--- src/rtl/axis_hdr_pkg.sv ---
// axis_hdr_pkg: shared state encoding and keep/byte-count helpers for the header inserter.
package axis_hdr_pkg;
  localparam int MAX_NB = 128;
  typedef enum logic [1:0] {IDLE, BODY, FLUSH} state_e;
  function automatic logic [MAX_NB-1:0] keep_from_cnt(input int n, input int nb);
    logic [MAX_NB-1:0] k;
    k = '0;
    for (int i = 0; i < MAX_NB; i++) k[i] = i < nb && i >= nb - n;
    return k;
  endfunction
  function automatic logic [MAX_NB-1:0] keep_lsb_from_cnt(input int n, input int nb);
    logic [MAX_NB-1:0] k;
    k = '0;
    for (int i = 0; i < MAX_NB; i++) k[i] = i < nb && i < n;
    return k;
  endfunction
  function automatic int popcount_keep(input logic [MAX_NB-1:0] k);
    int c;
    c = 0;
    for (int i = 0; i < MAX_NB; i++) c += int'(k[i]);
    return c;
  endfunction
endpackage

--- src/rtl/axis_hdr_byte_merge.sv ---
// axis_hdr_byte_merge: joins the MSB-aligned residual with the masked payload beat and
// reports the spill-over residual and byte counts.
module axis_hdr_byte_merge import axis_hdr_pkg::*; #(
  parameter int DATA_WD = 32,
  parameter int NB = DATA_WD / 8,
  parameter int CW = $clog2(NB) + 1
) (
  input  logic [DATA_WD-1:0] res,
  input  logic [CW-1:0]      rcnt,
  input  logic [DATA_WD-1:0] data_in,
  input  logic [NB-1:0]      keep_in,
  output logic [DATA_WD-1:0] merged,
  output logic [DATA_WD-1:0] new_res,
  output logic [CW-1:0]      in_cnt,
  output logic [CW:0]        tot_cnt,
  output logic [CW-1:0]      rem_cnt,
  output logic               fits
);
  localparam logic [CW-1:0] NB_C = CW'(NB);
  logic [DATA_WD-1:0] masked;
  always_comb begin
    masked = '0;
    for (int j = 0; j < NB; j++) masked[8*j +: 8] = keep_in[j] ? data_in[8*j +: 8] : 8'h00;
  end
  // Residual bytes are zero below r, so OR-ing the shifted payload is a clean byte concat.
  assign merged  = res | (masked >> {rcnt, 3'b000});
  assign new_res = masked << {NB_C - rcnt, 3'b000};
  assign in_cnt  = CW'(popcount_keep(MAX_NB'(keep_in)));
  assign tot_cnt = {1'b0, rcnt} + {1'b0, in_cnt};
  assign fits    = tot_cnt <= {1'b0, NB_C};
  assign rem_cnt = CW'(tot_cnt - {1'b0, NB_C});
endmodule

--- src/rtl/axis_hdr_insert_p.sv ---
// axis_hdr_insert_p: prepends a 1..DATA_BYTE_WD byte header to each AXI-Stream frame.
// Define AXIS_HDR_INS_CHK_EN to enable the sticky hdr_err keep checker.
module axis_hdr_insert_p import axis_hdr_pkg::*; #(
  parameter int DATA_WD = 32,
  parameter int DATA_BYTE_WD = DATA_WD / 8,
  parameter int BYTE_CNT_WD = $clog2(DATA_BYTE_WD) + 1
) (
  input  logic                    clk,
  input  logic                    rst_n,
  input  logic                    valid_in,
  output logic                    ready_in,
  input  logic [DATA_WD-1:0]      data_in,
  input  logic [DATA_BYTE_WD-1:0] keep_in,
  input  logic                    last_in,
  output logic                    valid_out,
  input  logic                    ready_out,
  output logic [DATA_WD-1:0]      data_out,
  output logic [DATA_BYTE_WD-1:0] keep_out,
  output logic                    last_out,
  input  logic                    valid_insert,
  output logic                    ready_insert,
  input  logic [DATA_WD-1:0]      data_insert,
  input  logic [DATA_BYTE_WD-1:0] keep_insert,
  input  logic [BYTE_CNT_WD-1:0]  byte_insert_cnt,
  output logic                    hdr_err
);
  localparam int NB = DATA_BYTE_WD;
  localparam int CW = BYTE_CNT_WD;
  localparam logic [CW-1:0] NB_C = CW'(NB);
  state_e state_q, state_d;
  logic [DATA_WD-1:0] res_q, res_d, data_out_q, data_out_d, merged, new_res;
  logic [CW-1:0] rcnt_q, rcnt_d, hcnt, in_cnt, rem_cnt;
  logic [CW:0] tot_cnt;
  logic [NB-1:0] keep_out_q, keep_out_d;
  logic valid_out_q, valid_out_d, last_out_q, last_out_d;
  logic slot_free, ins_fire, in_fire, fits, done;
  axis_hdr_byte_merge #(.DATA_WD(DATA_WD), .NB(NB), .CW(CW)) u_merge (
    .res(res_q), .rcnt(rcnt_q), .data_in(data_in), .keep_in(keep_in),
    .merged(merged), .new_res(new_res), .in_cnt(in_cnt), .tot_cnt(tot_cnt),
    .rem_cnt(rem_cnt), .fits(fits)
  );
  assign slot_free    = !valid_out_q || ready_out;
  assign ready_in     = state_q == BODY && slot_free;
  assign ready_insert = state_q == IDLE;
  assign ins_fire     = valid_insert && ready_insert;
  assign in_fire      = valid_in && ready_in;
  assign done         = last_in && fits;
  assign hcnt         = (byte_insert_cnt == '0 || byte_insert_cnt > NB_C) ? NB_C : byte_insert_cnt;
  assign valid_out    = valid_out_q;
  assign data_out     = data_out_q;
  assign keep_out     = keep_out_q;
  assign last_out     = last_out_q;
  always_comb begin
    state_d = state_q;
    res_d = res_q;
    rcnt_d = rcnt_q;
    valid_out_d = valid_out_q && !ready_out;
    data_out_d = data_out_q;
    keep_out_d = keep_out_q;
    last_out_d = last_out_q;
    if (ins_fire) begin
      state_d = BODY;
      res_d = data_insert << {NB_C - hcnt, 3'b000};
      rcnt_d = hcnt;
    end else if (in_fire) begin
      valid_out_d = 1'b1;
      data_out_d = merged;
      last_out_d = done;
      keep_out_d = NB'(keep_from_cnt(done ? int'(tot_cnt) : NB, NB));
      state_d = !last_in ? BODY : done ? IDLE : FLUSH;
      res_d = done ? '0 : new_res;
      rcnt_d = !last_in ? rcnt_q : done ? '0 : rem_cnt;
    end else if (state_q == FLUSH && slot_free) begin
      valid_out_d = 1'b1;
      data_out_d = res_q;
      keep_out_d = NB'(keep_from_cnt(int'(rcnt_q), NB));
      last_out_d = 1'b1;
      state_d = IDLE;
      res_d = '0;
      rcnt_d = '0;
    end
  end
  always_ff @(posedge clk or negedge rst_n) begin
    if (!rst_n) begin
      state_q <= IDLE;
      res_q <= '0;
      rcnt_q <= '0;
      valid_out_q <= 1'b0;
      data_out_q <= '0;
      keep_out_q <= '0;
      last_out_q <= 1'b0;
    end else begin
      state_q <= state_d;
      res_q <= res_d;
      rcnt_q <= rcnt_d;
      valid_out_q <= valid_out_d;
      data_out_q <= data_out_d;
      keep_out_q <= keep_out_d;
      last_out_q <= last_out_d;
    end
  end
`ifdef AXIS_HDR_INS_CHK_EN
  logic hdr_err_q, hdr_err_d;
  always_comb begin
    hdr_err_d = hdr_err_q;
    if (ins_fire && keep_insert != NB'(keep_lsb_from_cnt(int'(hcnt), NB))) hdr_err_d = 1'b1;
    if (in_fire && (keep_in != NB'(keep_from_cnt(int'(in_cnt), NB)) || (!last_in && !(&keep_in))
        || (last_in && keep_in == '0))) hdr_err_d = 1'b1;
  end
  always_ff @(posedge clk or negedge rst_n) begin
    if (!rst_n) hdr_err_q <= 1'b0;
    else hdr_err_q <= hdr_err_d;
  end
  assign hdr_err = hdr_err_q;
`else
  logic unused_chk;
  assign unused_chk = ^{keep_insert, in_cnt};
  assign hdr_err = 1'b0;
`endif
endmodule

--- config.mk ---
export PLATFORM = sky130hd
export DESIGN_NAME = axis_hdr_insert_p
export DESIGN_NICKNAME = d
export VERILOG_FILES = /design/src/rtl/axis_hdr_pkg.sv /design/src/rtl/axis_hdr_byte_merge.sv /design/src/rtl/axis_hdr_insert_p.sv
export SDC_FILE = /design/constraint.sdc
export NUM_CORES = 1
export LEC_CHECK = 0
export ABC_CLOCK_PERIOD_IN_PS = 3310
export BUFFER_PORTS_ARGS = -buffer_cell sky130_fd_sc_hd__buf_2
export CAP_MARGIN = 5
export CORE_ASPECT_RATIO = 1.25
export CORE_MARGIN = 2
export CORE_UTILIZATION = 55
export CTS_CLUSTER_SIZE = 40
export DETAILED_ROUTE_END_ITERATION = 8
export GPL_ROUTABILITY_DRIVEN = 1
export HOLD_SLACK_MARGIN = 0.08
export PLACE_DENSITY = 0.81
export SETUP_SLACK_MARGIN = 0.5
export SLEW_MARGIN = 40
export SYNTH_ARGS = -nofsm -noshare
export SYNTH_HDL_FRONTEND = slang
export SYNTH_SLANG_ARGS = --single-unit
--- constraint.sdc ---
create_clock -name clk -period 3.31 [get_ports clk]
set_input_delay 0.4965 -clock clk [delete_from_list [all_inputs] [get_ports clk]]
set_output_delay 0.4965 -clock clk [all_outputs]
set_load 0.03 [all_outputs]
### Word level (Yosys, flattened, before mapping)

Index checks and enable logic that the tools add are counted.

| storage, ports and cells | value |
|---|---|
| output and inout bits | 41 |
| logic and storage cells | 79 |
| bits in registers | 75 |
| input port bits | 81 |

| operators by class | value |
|---|---|
| bitwise operators | 2 |
| equal/unequal tests | 3 |
| shift-type cells | 3 |
| add/sub/neg operators | 9 |
| $lt $le $gt $ge | 10 |
| reduce and logical (&&, ||, !) cells | 16 |
| muxes and demuxes | 29 |

Operators by type and width:

| cell | count |
|---|---|
| $mux 32 | 6 |
| $ge 3x32->1 const A | 4 |
| $ge 1x32->1 const A | 2 |
| $ge 2x32->1 const A | 2 |
| $shl 32x6->32 | 2 |
| $mux 8 | 4 |
| $or 32x32->32 | 1 |
| $shr 32x6->32 | 1 |
| $mux 3 | 6 |
| $mux 4 | 3 |
| $mux 2 | 5 |
| $add 3x2->3 | 2 |
| $logic_and 1x1->1 | 6 |
| $sub 3x3->3 const A | 2 |
| $mux 1 | 5 |
| $sub 3x4->5 const A | 1 |
| $add 3x3->4 | 1 |
| $le 4x3->1 const B | 1 |
| $reduce_and 2->1 | 2 |
| $sub 3x3->4 const A | 1 |
| $gt 3x3->1 const B | 1 |
| $logic_not 3->1 | 1 |
| $ne 3x3->1 const B | 1 |
| $reduce_bool 3->1 | 1 |
| 9 further kinds | 11 |

### Depth between registers and ports, before layout

| logic depth | value |
|---|---|
| word-level depth | 10 |
| depth in mapped cells | 15 |
| depth with buffers taken out | 13 |

### By module

Synthesis repeated with hierarchy kept, for this count alone.

| unflattened totals | value |
|---|---|
| cells, all modules | 625 |
| area total of the unflattened synthesis | 5,514.0 µm² |

By module, submodules not included:

| module | area each (µm²) | instances | cells each |
|---|---|---|---|
| axis_hdr_insert_p | 4,090.2 | 1 | 419 |
| axis_hdr_byte_merge | 1,423.9 | 1 | 206 |

### Least setup slack after synthesis

OpenSTA, ideal clock, no wires.

| timing path | value |
|---|---|
| kind | input -> register |
| start | in keep_in[3] |
| end | reg keep_out_q[2] (netlist: keep_out[2]) |
| data required time | 3.227 ns |
| library setup time | 0.083 ns |
| buffers on the path | 3 |
| cell stages on the path | 15 |
| data arrival time | 3.637 ns |
| slack | -0.410 ns |
| cells stage by stage | clkbuf_1 > buf_2 > buf_2 > inv_1 > fa_1 > inv_1 > ha_1 > fa_1 > xor2_2 > a211oi_1 > nand2_1 > ha_1 > a21oi_1 > nor3_1 > o21ai_0 |

| between the ends | value |
|---|---|
| word-level cells in the longest chain between the ends | 8 |

RTL lines:

| element | line | source |
|---|---|---|
| start: declaration | axis_hdr_insert_p.sv:13 | `input logic [DATA_BYTE_WD-1:0] keep_in,` |
| $add 3x2->3 (*) | axis_hdr_pkg.sv:20 | `for (int i = 0; i < MAX_NB; i++) c += int'(k[i]);` |
| $add 3x3->4 (*) | axis_hdr_byte_merge.sv:29 | `assign tot_cnt = {1'b0, rcnt} + {1'b0, in_cnt};` |
| $le 4x3->1 | axis_hdr_byte_merge.sv:30 | `assign fits = tot_cnt <= {1'b0, NB_C};` |
| $logic_and 1x1->1 | axis_hdr_insert_p.sv:47 | `assign done = last_in && fits;` |
| $mux 4 (*) | axis_hdr_insert_p.sv:69 | `keep_out_d = NB'(keep_from_cnt(done ? int'(tot_cnt) : NB, NB));` |
| $sub 3x4->5 (*) | -- |  |
| $ge 3x32->1 (*) | axis_hdr_pkg.sv:8 | `for (int i = 0; i < MAX_NB; i++) k[i] = i < nb && i >= nb - n;` |
| $mux 4 (*) | axis_hdr_insert_p.sv:65 | `end else if (in_fire) begin` |
| end signal: assignment | axis_hdr_insert_p.sv:98 | `keep_out_q <= keep_out_d;` |
| end: declaration | axis_hdr_insert_p.sv:34 | `logic [NB-1:0] keep_out_q, keep_out_d;` |

Mark *: on every way between the ends. The rest lies on a longest branch, timed or not.
A chain may end at the register's enable or synchronous reset.

### Worst setup path after layout

| timing path | value |
|---|---|
| start | in keep_in[0] |
| end | reg keep_out_q[2] (netlist: keep_out[2]) |

| between the ends | value |
|---|---|
| word-level cells in the longest chain between the ends | 10 |

RTL lines:

| element | line |
|---|---|
| $add 1x1->2 (*) | axis_hdr_pkg.sv:20 |
| $add 3x2->3 (*) (2 in a row) | axis_hdr_pkg.sv:20 |
| $add 3x3->4 (*) | axis_hdr_byte_merge.sv:29 |
| $le 4x3->1 | axis_hdr_byte_merge.sv:30 |
| $logic_and 1x1->1 | axis_hdr_insert_p.sv:47 |
| $mux 4 (*) | axis_hdr_insert_p.sv:69 |
| $sub 3x4->5 (*) | -- |
| $ge 3x32->1 (*) | axis_hdr_pkg.sv:8 |
| $mux 4 (*) | axis_hdr_insert_p.sv:65 |

Marked as above.

==> impl_metrics.env <==
export IMPL_root_buffer="clkbuf_16"
export IMPL_status="completed"
export IMPL_core_area_um2=9460
export IMPL_antenna_found_initial=0
export IMPL_dieWidth_um=91.7
export IMPL_max_cap_violations=0
export IMPL_crit_chain="buf_8, ha_4, inv_2, fa_1, inv_2, ha_4, fa_2, xor2_2, a211oi_2, nand2_1, ha_4, a21oi_2, nor3_2, o21ai_1"
export IMPL_cp_required_ns=3.51
export IMPL_synth_cells=585
export IMPL_maxSlewViolCount=0
export IMPL_clock_path_buffers=2
export IMPL_cp_slowest_stage_delay_ns=0.49
export IMPL_final_hold_viol_count=0
export IMPL_pwr_share_clk_pct=17.0
export IMPL_rsz0062_at_grt="yes"
export IMPL_design_die_area_um2=10400
export IMPL_yosysUniqueCellTypes=67
export IMPL_io_buffers=116
export IMPL_cts_hold_buffers=0
export IMPL_power_mw=6.14
export IMPL_gr_total_overflow=0
export IMPL_ys_ff_latch=75
export IMPL_p_leak_nw=3.01
export IMPL_ys_top_cells_by_area="dfrtp_1 (36%), mux4_2 (6.8%), o21ai_0 (5.8%)"
export IMPL_fin_tns_setup_ns=0
export IMPL_fp_dieH_um=114
export IMPL_grt_pass1_vias=5071
export IMPL_synth_edf_count=0
export IMPL_netlist_area_um2=5280
export IMPL_first_pass_iters=5
export IMPL_ant_nets=0
export IMPL_tightest_slew_ns=0.799
export IMPL_async_reset_ff_share_pct=100
export IMPL_peakVddDrop_uv=519
export IMPL_cts_inserted_buffers=9
export IMPL_critical_path_class="in2reg"
export IMPL_power_density_nw_per_um2=951
export IMPL_fmax_mhz=349
export IMPL_fin_crit_sh_pct=86.7
export IMPL_cts_num_sinks=75
export IMPL_hp_class="in2async"
export IMPL_dp_cells=800
export IMPL_r2r_end="data_out[7]"
export IMPL_antenna_cells=0
export IMPL_wl_per_cell_um=21.1
export IMPL_drt_iter0_drc=498
export IMPL_htreeDepth=3
export IMPL_switching_share_pct=46.5
export IMPL_combPwrFrac_pct=57.1
export IMPL_area_growth_pct=22.1
export IMPL_cpMostUsedCell="ha_4"
export IMPL_place_detailed_hpwl_um=12800
export IMPL_crit_slowest_cell="fa_1"
export IMPL_drive_above_1_share_pct=31.7
export IMPL_yosysTopAreaCellShare_pct=35.5
export IMPL_rr_worst_depth=4
export IMPL_viasPerCell=6.37
export IMPL_io_pins=122
export IMPL_r2r_setup_slack_ns=0.91
export IMPL_num_vias=5223
export IMPL_synth_ff_type="dfrtp_1"
export IMPL_worst_path_buf_inv=3
export IMPL_cts_clk_slew_worst_paths_ns=0.06
export IMPL_r2r_start="state_q[0]"
export IMPL_power_frac_seq_pct=25.9
export IMPL_start_util_pct=55.9
export IMPL_synth_largest_area_cell="dfrtp_1"
export IMPL_netSwitchingPower_mw=2.85
export IMPL_remaining_drc_errors=0
export IMPL_rows=40
export IMPL_cts_tree="built"
export IMPL_yosysWarnings=0
export IMPL_synth_fp_nets=680
export IMPL_yosysSeqAreaShare_pct=35.5
export IMPL_crit_path_start_kind="input port"
export IMPL_grt_start_max_net_pins=76
export IMPL_fin_cells=820
export IMPL_gp_congestion=0.963
export IMPL_critical_path_top_delay_family="adder cells"
export IMPL_grt_usage_pct=33.5
export IMPL_crit_fanout=3
export IMPL_endpoint_kind="flip-flop"
export IMPL_whs_ns=0.174
export IMPL_grt_pass1_wl_um=27000
export IMPL_fin_crit_ns=2.87
export IMPL_routed_wl_um=17300
export IMPL_nets=785
export IMPL_max_slew_margin_pct=46.6
export IMPL_synth_area_per_cell_um2=9.03
export IMPL_p_int_mw=3.28
export IMPL_critPathArrivalTime_ns=3.07
export IMPL_final_setup_viol_count=0
export IMPL_fin_worst_skew_ns=0.00763
export IMPL_clkLatencyLatePin_ns=0.34
## power groups by stage
stage	registers (mW)	logic, mW	clock network (mW)
floorplan	1.91	2.02	0
global placement	1.57	3.24	0
detailed placement	1.58	3.31	0
CTS	1.57	3.37	1.04
global route	1.62	3.78	1.09
finish	1.59	3.50	1.04
## cells in the final DEF, fill, tap and decap left out, drive strengths merged, types with 18 or more instances in the layout
| cell | netlist | final |
|---|---|---|
| buf | 31 | 143 |
| dfrtp | 75 | 75 |
| nor2 | 65 | 65 |
| o21ai | 63 | 63 |
| nand3 | 50 | 50 |
| nand2 | 49 | 49 |
| o22ai | 28 | 28 |
| mux2i | 24 | 24 |
| inv | 21 | 21 |
| a21oi | 18 | 18 |
## worst max-delay path by stage
stage	slack (ns)	startpoint	depth (start not counted)	end
after floorplan	0.16	keep_in[3]	15	keep_out[2]
after global placement	0.03	keep_in[0]	14	keep_out[2]
after detailed placement	0.009	keep_in[0]	14	keep_out[2]
after CTS	0.39	keep_in[0]	14	keep_out[2]
after global routing	0.33	keep_in[0]	14	keep_out[2]
final	0.44	keep_in[0]	14	keep_out[2]
## flip-flops by register name (all words and copies together) (netlist names)
register / count
data_out: 32
res_q: 32
keep_out: 4
rcnt_q: 3
state_q: 2
last_out: 1
valid_out: 1
## final cells by class
type                       instances  area (µm²)
clock buffer                      10         229
clock inverter                     5        78.8
fill                             773        3010
inverter                          21        78.8
multi-input combinational        440        3210
sequential                        75        1880
tap                              126         158
timing repair buffer             143         817
## Yosys cell counts, drive strengths merged, types with 3 or more instances
cell	instances
a21o	4
a21oi	18
a221o	16
a2bb2oi	7
a32oi	8
and3	10
buf	31
clkbuf	18
dfrtp	75
ha	12
inv	21
mux2	9
mux2i	24
mux4	16
nand2	49
nand2b	8
nand3	50
nor2	65
nor3	3
o21ai	63
o221ai	9
o22ai	28
o2bb2ai	7
## metrics by stage
step,utilization [%],cell area (µm²),worst slack [ns]
2_1_floorplan,-,5410,0.164
3_3_place_gp,63.5,6010,0.0330
3_5_place_dp,63.5,6010,0.00867
4_1_cts,67.5,6380,0.390
5_1_grt,68.2,6450,0.335
6_report,68.2,6450,0.441
## kinds of logic (layout without fill, tap and decap cells)
kind of cell / count (synthesis) / count (layout) / synth area share, %
compound gates: 175 / 175 / 22.9
xor+xnor: 4 / 4 / 0.805
fa+ha+maj: 14 / 14 / 3.60
buf+inv: 70 / 179 / 6.13
flops: 75 / 75 / 35.5
mux: 49 / 49 / 13.3
other cells: 1 / 1 / 0.0710
simple gates: 197 / 197 / 17.7
## layer usage
layer / track usage [%] / routed length [µm] / vias to the layer above / share of wire (%)
met5: 0 / 0 / - / 0
met3: 6.34 / 1480 / 33 / 8.6
li1: - / - / 2383 / -
met2: 51.2 / 8040 / 289 / 47
met4: 13.1 / 486 / 0 / 2.8
met1: 47.4 / 7250 / 2518 / 42
## what timing repair did
action,4_1_cts,5_1_grt
pin swaps,9,8
resized for setup,7,12
buffers inserted,3,2
endpoints found under the setup margin,25,27
Power figures use the tool's default switching activity.
